File: config.mk
export PLATFORM = sky130hd
export DESIGN_NAME = altmem_arbiter
export DESIGN_NICKNAME = d
export VERILOG_FILES = /design/src/rtl/altmem_arbiter.sv
export SDC_FILE = /design/constraint.sdc
export NUM_CORES = 1
export LEC_CHECK = 0
export BUFFER_PORTS_ARGS = -buffer_cell sky130_fd_sc_hd__buf_2
export CORE_AREA = 8 8 162 164
export DETAILED_ROUTE_END_ITERATION = 12
export DIE_AREA = 0 0 170 172
export SLEW_MARGIN = 20
export SYNTH_ARGS = -nofsm -noshare
export SYNTH_HDL_FRONTEND = slang
export SYNTH_SLANG_ARGS = --single-unit
File: constraint.sdc
create_clock -name CLK -period 1.6 [get_ports CLK]
set_input_delay 0 -clock CLK [delete_from_list [all_inputs] [get_ports CLK]]
set_output_delay 0 -clock CLK [all_outputs]
set_load 0.02 [all_outputs]
File: src/rtl/altmem_arbiter.sv
// altmem_arbiter: two-client arbiter/sequencer in front of one simple
// dual-port BRAM (one write port, one read port, read data one cycle after
// the read enable). Each cycle issues at most one write and one read, with
// independent round-robin priority for each port.
//
// Optional feature: define ALTMEM_ARB_FWD_EN to forward write data to a
// same-address read granted in the same cycle. Without it, such a read is
// held off for one cycle and then reads the committed data from the RAM.
//
// Handshake: a request transfers when cN_valid && cN_ready. cN_ready is a
// combinational function of the valid/write/addr inputs and the priority
// flops; a client keeps its request stable while cN_valid && !cN_ready.
// Responses (cN_rsp_valid) have no backpressure and arrive exactly one
// cycle after the read was accepted.
module altmem_arbiter #(
  parameter int ADDR_WIDTH = 9,
  parameter int DATA_WIDTH = 64
) (
  input  logic                  CLK,
  input  logic                  RST,
  // client 0
  input  logic                  c0_valid,
  output logic                  c0_ready,
  input  logic                  c0_write,
  input  logic [ADDR_WIDTH-1:0] c0_addr,
  input  logic [DATA_WIDTH-1:0] c0_wdata,
  output logic                  c0_rsp_valid,
  output logic [DATA_WIDTH-1:0] c0_rsp_data,
  // client 1
  input  logic                  c1_valid,
  output logic                  c1_ready,
  input  logic                  c1_write,
  input  logic [ADDR_WIDTH-1:0] c1_addr,
  input  logic [DATA_WIDTH-1:0] c1_wdata,
  output logic                  c1_rsp_valid,
  output logic [DATA_WIDTH-1:0] c1_rsp_data,
  // RAM
  output logic [ADDR_WIDTH-1:0] mem_addrw,
  output logic [DATA_WIDTH-1:0] mem_di,
  output logic                  mem_wen,
  output logic [ADDR_WIDTH-1:0] mem_addrr,
  output logic                  mem_ren,
  input  logic [DATA_WIDTH-1:0] mem_do
);

  // Request decode: which client wants which port (nothing while in reset).
  logic wr_req0, wr_req1;
  logic rd_req0, rd_req1;

  // Port grants after arbitration.
  logic wr_gnt0, wr_gnt1;
  logic rd_pick0, rd_pick1;   // read winner before collision handling
  logic rd_gnt0, rd_gnt1;     // read grant actually issued
  logic wr_any, rd_any;
  logic collide;

  logic [ADDR_WIDTH-1:0] wr_addr;
  logic [DATA_WIDTH-1:0] wr_data;
  logic [ADDR_WIDTH-1:0] rd_addr;

  // Registered state: priorities (0 = client 0 first) and pending read.
  logic wr_prio_q, wr_prio_d;
  logic rd_prio_q, rd_prio_d;
  logic rd_pend_q, rd_pend_d;
  logic rd_owner_q, rd_owner_d;

`ifdef ALTMEM_ARB_FWD_EN
  logic                  fwd_hit_q, fwd_hit_d;
  logic [DATA_WIDTH-1:0] fwd_data_q, fwd_data_d;
`endif

  logic [DATA_WIDTH-1:0] rsp_data;

  // Decode requests per port; reset masks every request.
  always_comb begin
    wr_req0 = 1'b0;
    wr_req1 = 1'b0;
    rd_req0 = 1'b0;
    rd_req1 = 1'b0;
    if (!RST) begin
      wr_req0 = c0_valid &  c0_write;
      wr_req1 = c1_valid &  c1_write;
      rd_req0 = c0_valid & ~c0_write;
      rd_req1 = c1_valid & ~c1_write;
    end
  end

  // Round-robin arbitration per port, then same-address collision handling.
  always_comb begin
    // write port: a lone candidate wins, a tie goes to wr_prio_q
    wr_gnt0 = wr_req0 & (~wr_req1 | ~wr_prio_q);
    wr_gnt1 = wr_req1 & (~wr_req0 |  wr_prio_q);
    wr_any  = wr_gnt0 | wr_gnt1;

    // read port: same rule with rd_prio_q
    rd_pick0 = rd_req0 & (~rd_req1 | ~rd_prio_q);
    rd_pick1 = rd_req1 & (~rd_req0 |  rd_prio_q);

    // unused RAM inputs default to client 0 to keep the muxes small
    wr_addr = wr_gnt1  ? c1_addr  : c0_addr;
    wr_data = wr_gnt1  ? c1_wdata : c0_wdata;
    rd_addr = rd_pick1 ? c1_addr  : c0_addr;

    // RAM output is undefined when both ports hit the same word together
    collide = wr_any & (rd_pick0 | rd_pick1) & (rd_addr == wr_addr);

`ifdef ALTMEM_ARB_FWD_EN
    // forwarding covers the collision, so the read always goes ahead
    rd_gnt0 = rd_pick0;
    rd_gnt1 = rd_pick1;
`else
    // hold the read one cycle so it sees the committed write
    rd_gnt0 = rd_pick0 & ~collide;
    rd_gnt1 = rd_pick1 & ~collide;
`endif
    rd_any = rd_gnt0 | rd_gnt1;
  end

  // Next-state for priorities, pending read and forward register.
  always_comb begin
    wr_prio_d  = wr_prio_q;
    rd_prio_d  = rd_prio_q;
    rd_pend_d  = rd_any;
    rd_owner_d = rd_gnt1;

    // contested grant: priority moves to the loser
    if (wr_req0 && wr_req1) begin
      wr_prio_d = wr_gnt0;
    end
    // a suppressed read leaves rd_prio untouched
    if (rd_req0 && rd_req1 && rd_any) begin
      rd_prio_d = rd_gnt0;
    end

`ifdef ALTMEM_ARB_FWD_EN
    fwd_hit_d  = collide & rd_any;
    fwd_data_d = fwd_data_q;
    if (collide && rd_any) begin
      fwd_data_d = wr_data;
    end
`endif
  end

  // State registers with synchronous reset.
  always_ff @(posedge CLK) begin
    if (RST) begin
      wr_prio_q  <= 1'b0;
      rd_prio_q  <= 1'b0;
      rd_pend_q  <= 1'b0;
      rd_owner_q <= 1'b0;
`ifdef ALTMEM_ARB_FWD_EN
      fwd_hit_q  <= 1'b0;
      fwd_data_q <= '0;
`endif
    end else begin
      wr_prio_q  <= wr_prio_d;
      rd_prio_q  <= rd_prio_d;
      rd_pend_q  <= rd_pend_d;
      rd_owner_q <= rd_owner_d;
`ifdef ALTMEM_ARB_FWD_EN
      fwd_hit_q  <= fwd_hit_d;
      fwd_data_q <= fwd_data_d;
`endif
    end
  end

  // Client handshakes and RAM port drive.
  always_comb begin
    c0_ready  = wr_gnt0 | rd_gnt0;
    c1_ready  = wr_gnt1 | rd_gnt1;
    mem_wen   = wr_any;
    mem_addrw = wr_addr;
    mem_di    = wr_data;
    mem_ren   = rd_any;
    mem_addrr = rd_addr;
  end

  // Read response: only the owner of the pending read sees rsp_valid.
  always_comb begin
`ifdef ALTMEM_ARB_FWD_EN
    rsp_data = fwd_hit_q ? fwd_data_q : mem_do;
`else
    rsp_data = mem_do;
`endif
    c0_rsp_valid = rd_pend_q & ~rd_owner_q & ~RST;
    c1_rsp_valid = rd_pend_q &  rd_owner_q & ~RST;
    c0_rsp_data  = rsp_data;
    c1_rsp_data  = rsp_data;
  end

endmodule

==> run metrics <==
sequential area share after synthesis=approximately 3.2%; top cells by count, synth=buf_4 (129), mux2_2 (39), mux2_4 (37); failing checks=negative setup slack; WP data arrival=1.71 ns; Post-DRT Antenna Nets=0; share of layout cells above drive strength 1=between 80 and 90%; vias in the first global route=2525; number of vias per cell=approximately 3.3; WL final=about 11000 microns; DRC=0; die area=between 0.02 and 0.03 sq mm; Distinct cells, synth=33; top cell type's share of synthesized area=38.4%; EDFF count, synth=0; DIE WIDTH=about 170 microns; core area=between 0.02 and 0.025 sq mm; main combinational cell family by area after synthesis=buffers and inverters; port bufs=239; routed len/inst=15.3 microns; worst vdd ir=0.223 mV; GRT Util Overall=~6.5%; Hold Crit Class=in2out; Power Dens Cells=roughly 410 mW/mm^2; Tightest Pin Transition=0.454 ns; most common cell in the netlist=buf_4; final worst path period share=107%; Rel. slew slack=approximately 70%; clock-pin slew on the worst setup and hold paths=about 0.030 ns; H-tree lvl count=1; Synth Area in Simple Gates=5.26%; Top FF cell, synth=dfxtp_1; Worst-Skew Late Latency=around 0.22 ns; remaining global-route overflow=0; Tmin final=roughly 1.7 ns; Root Driver=clkbuf_16; asr flop ratio synth=0%; Placed Cells=711; Bufs on Longest Clock Path=2; Worst EP required=1.60 ns; Iter 0 DRT Violations=27; vias=2411; clock skew=approximately 0.00014 ns; CTS tree=built; initial antenna violation count=6; crit path kind=reg2out; max-cap viol count=0; Num CTS Buffers=3; overall power=between 1.5 and 2 mW; Area Growth Syn to Fin=48.1%; RSZ-0062 raised after global routing=true; fraction of the mapped netlist area in compound gates=~6.4%; Warnings, synthesis=0; Starting Density=10.6%; CP Capture Type=output pin; Setup Viol. Count Final=74; #FFs+latches synth=4; I/O pin total=432; pin count of the biggest net entering global routing=21; clk sink count=4; standard-cell rows=57; Hold Buf Count CTS=0; DP HPWL=approximately 9300 microns; GP Congestion=between 0.7 and 0.8; Peak Freq=586 MHz; run status=finished, violations left; Setup crit start kind=flop; mux cell area share after synthesis=40.8%; syn_area_per_cell=between 9 and 10 sq um; 1st-pass router iterations=2; Synthesized Nets=just under 500; Cell Area, Placed=roughly 0.0032 sq mm; area share of fa/ha/maj cells after synthesis=0%; Crit Path Max Fanout=6; setup ws final=-0.106 ns; Post-Layout Inst Area=about 0.0037 sq mm; Nets=624; Hold Vio Cnt, Final=0; mapped cell area=0.00252 sq mm; leakage power=about 1.9 nW; Die Y=roughly 170 microns; final cell count without fillers=around 730; first-pass GRT wire length=about 15000 microns; Slew Viols, Final=0; largest cells by area after synthesis=buf_4 (38%), mux2_4 (22%), mux2_2 (17%); synthesized instance count=278; Post-Synth XOR/XNOR Area=2.43%; leading area contributor after synthesis=buf_4
-- critical path, cell delays in order, from the launching register on --
cell and delay [ns]:
dfxtp_2 0.33, o2111ai_4 0.27, buf_12 0.16, buf_16 0.12, buf_4 0.11, mux2_2 0.32, buf_4 0.16
-- where the power goes --
group / total [mW] / leakage (nW) / switching [mW] / internal [mW]
clock: 0.394 / 0.0370 / 0.0742 / 0.320
sequential: 0.109 / 0.0332 / 0.00340 / 0.105
combinational: 1.02 / 1.85 / 0.491 / 0.528
total: 1.52 / 1.92 / 0.569 / 0.953
-- state kept, by name (all words and copies together), names as in the netlist --
register    count
rd_pend_q       1
rd_owner_q      1
rd_prio_q       1
wr_prio_q       1
-- metrics by stage --
| stage | util (%) | hold WS, ns | TNS (ns) | setup slack, ns |
|---|---|---|---|---|
| final | 15.7 | 0.00000973 | -3.36 | -0.106 |
| after global routing | 15.7 | 0.0000451 | -8.43 | -0.178 |
| after CTS | 15.0 | 0.000200 | -4.84 | -0.115 |
| after detailed placement | 13.4 | 0.000200 | -0.190 | -0.0793 |
| after global placement | 13.4 | 0.000200 | -0.122 | -0.0535 |
| after floorplan | - | 0.113 | 0 | 0.272 |
-- timing repair --
| item | in CTS | in global routing |
|---|---|---|
| buffers inserted | 9 | 2 |
| setup endpoints to repair | 65 | 80 |
| pin swaps | 1 | 4 |
| resized for setup | 48 | 32 |
| cloned | 3 | 2 |
-- metal layers --
metal	vias to the layer above	global-route usage (%)	wire length (microns)
li1	1091	-	-
met5	-	0	63
met4	10	4.27	663
met2	244	10.4	4850
met3	61	4.54	1910
met1	1005	6.09	3680
-- area by class of cell --
class	instances	area, sq um
inverters	4	15.0
repair buffers	263	1700
well taps	324	405
fillers	2726	20100
multi-input cells	132	1460
flip-flops and latches	4	81.3
clock buffers	3	75.1
diodes	1	2.50
-- cells in the final DEF (no fill, tap or decap), types with 2 or more instances in the layout --
cell,synthesis,layout
xor2_1,7,7
buf_16,0,3
nand2_1,6,6
a311oi_1,2,2
inv_1,3,3
nor4_2,1,2
clkbuf_16,0,4
buf_4,129,33
nor2_1,3,3
a21oi_1,6,4
mux2_1,3,3
dfxtp_1,4,3
a21oi_2,0,2
buf_6,5,19
mux2_2,39,39
buf_12,0,4
mux2_4,37,37
o21ai_1,2,2
nand2b_1,3,3
buf_8,0,3
or3_1,2,2
a2bb2oi_1,2,2
o21ai_0,5,4
buf_2,4,200
-- final timing paths --
kind                     endpoint  startpoint  slack (ns)  cells after the start
setup / recovery        mem_di[3]   wr_prio_q       -0.11                      6
hold / removal    c0_rsp_data[53]  mem_do[53]     0.00001                      0
setup reg to reg       rd_owner_q   wr_prio_q        0.04                      8
hold reg to reg         wr_prio_q   wr_prio_q        0.52                      2
-- cells by family (layout without fill, tap and decap cells) --
| group | count (synthesis) | in the layout |
|---|---|---|
| and+or+nand+nor | 23 | 23 |
| DFF | 4 | 4 |
| other | 0 | 1 |
| AOI/OAI and AO/OA | 23 | 23 |
| xor gates and xnor gates | 7 | 7 |
| buffers and inverters | 142 | 270 |
| muxes | 79 | 79 |
Power figures use the tool's default switching activity.
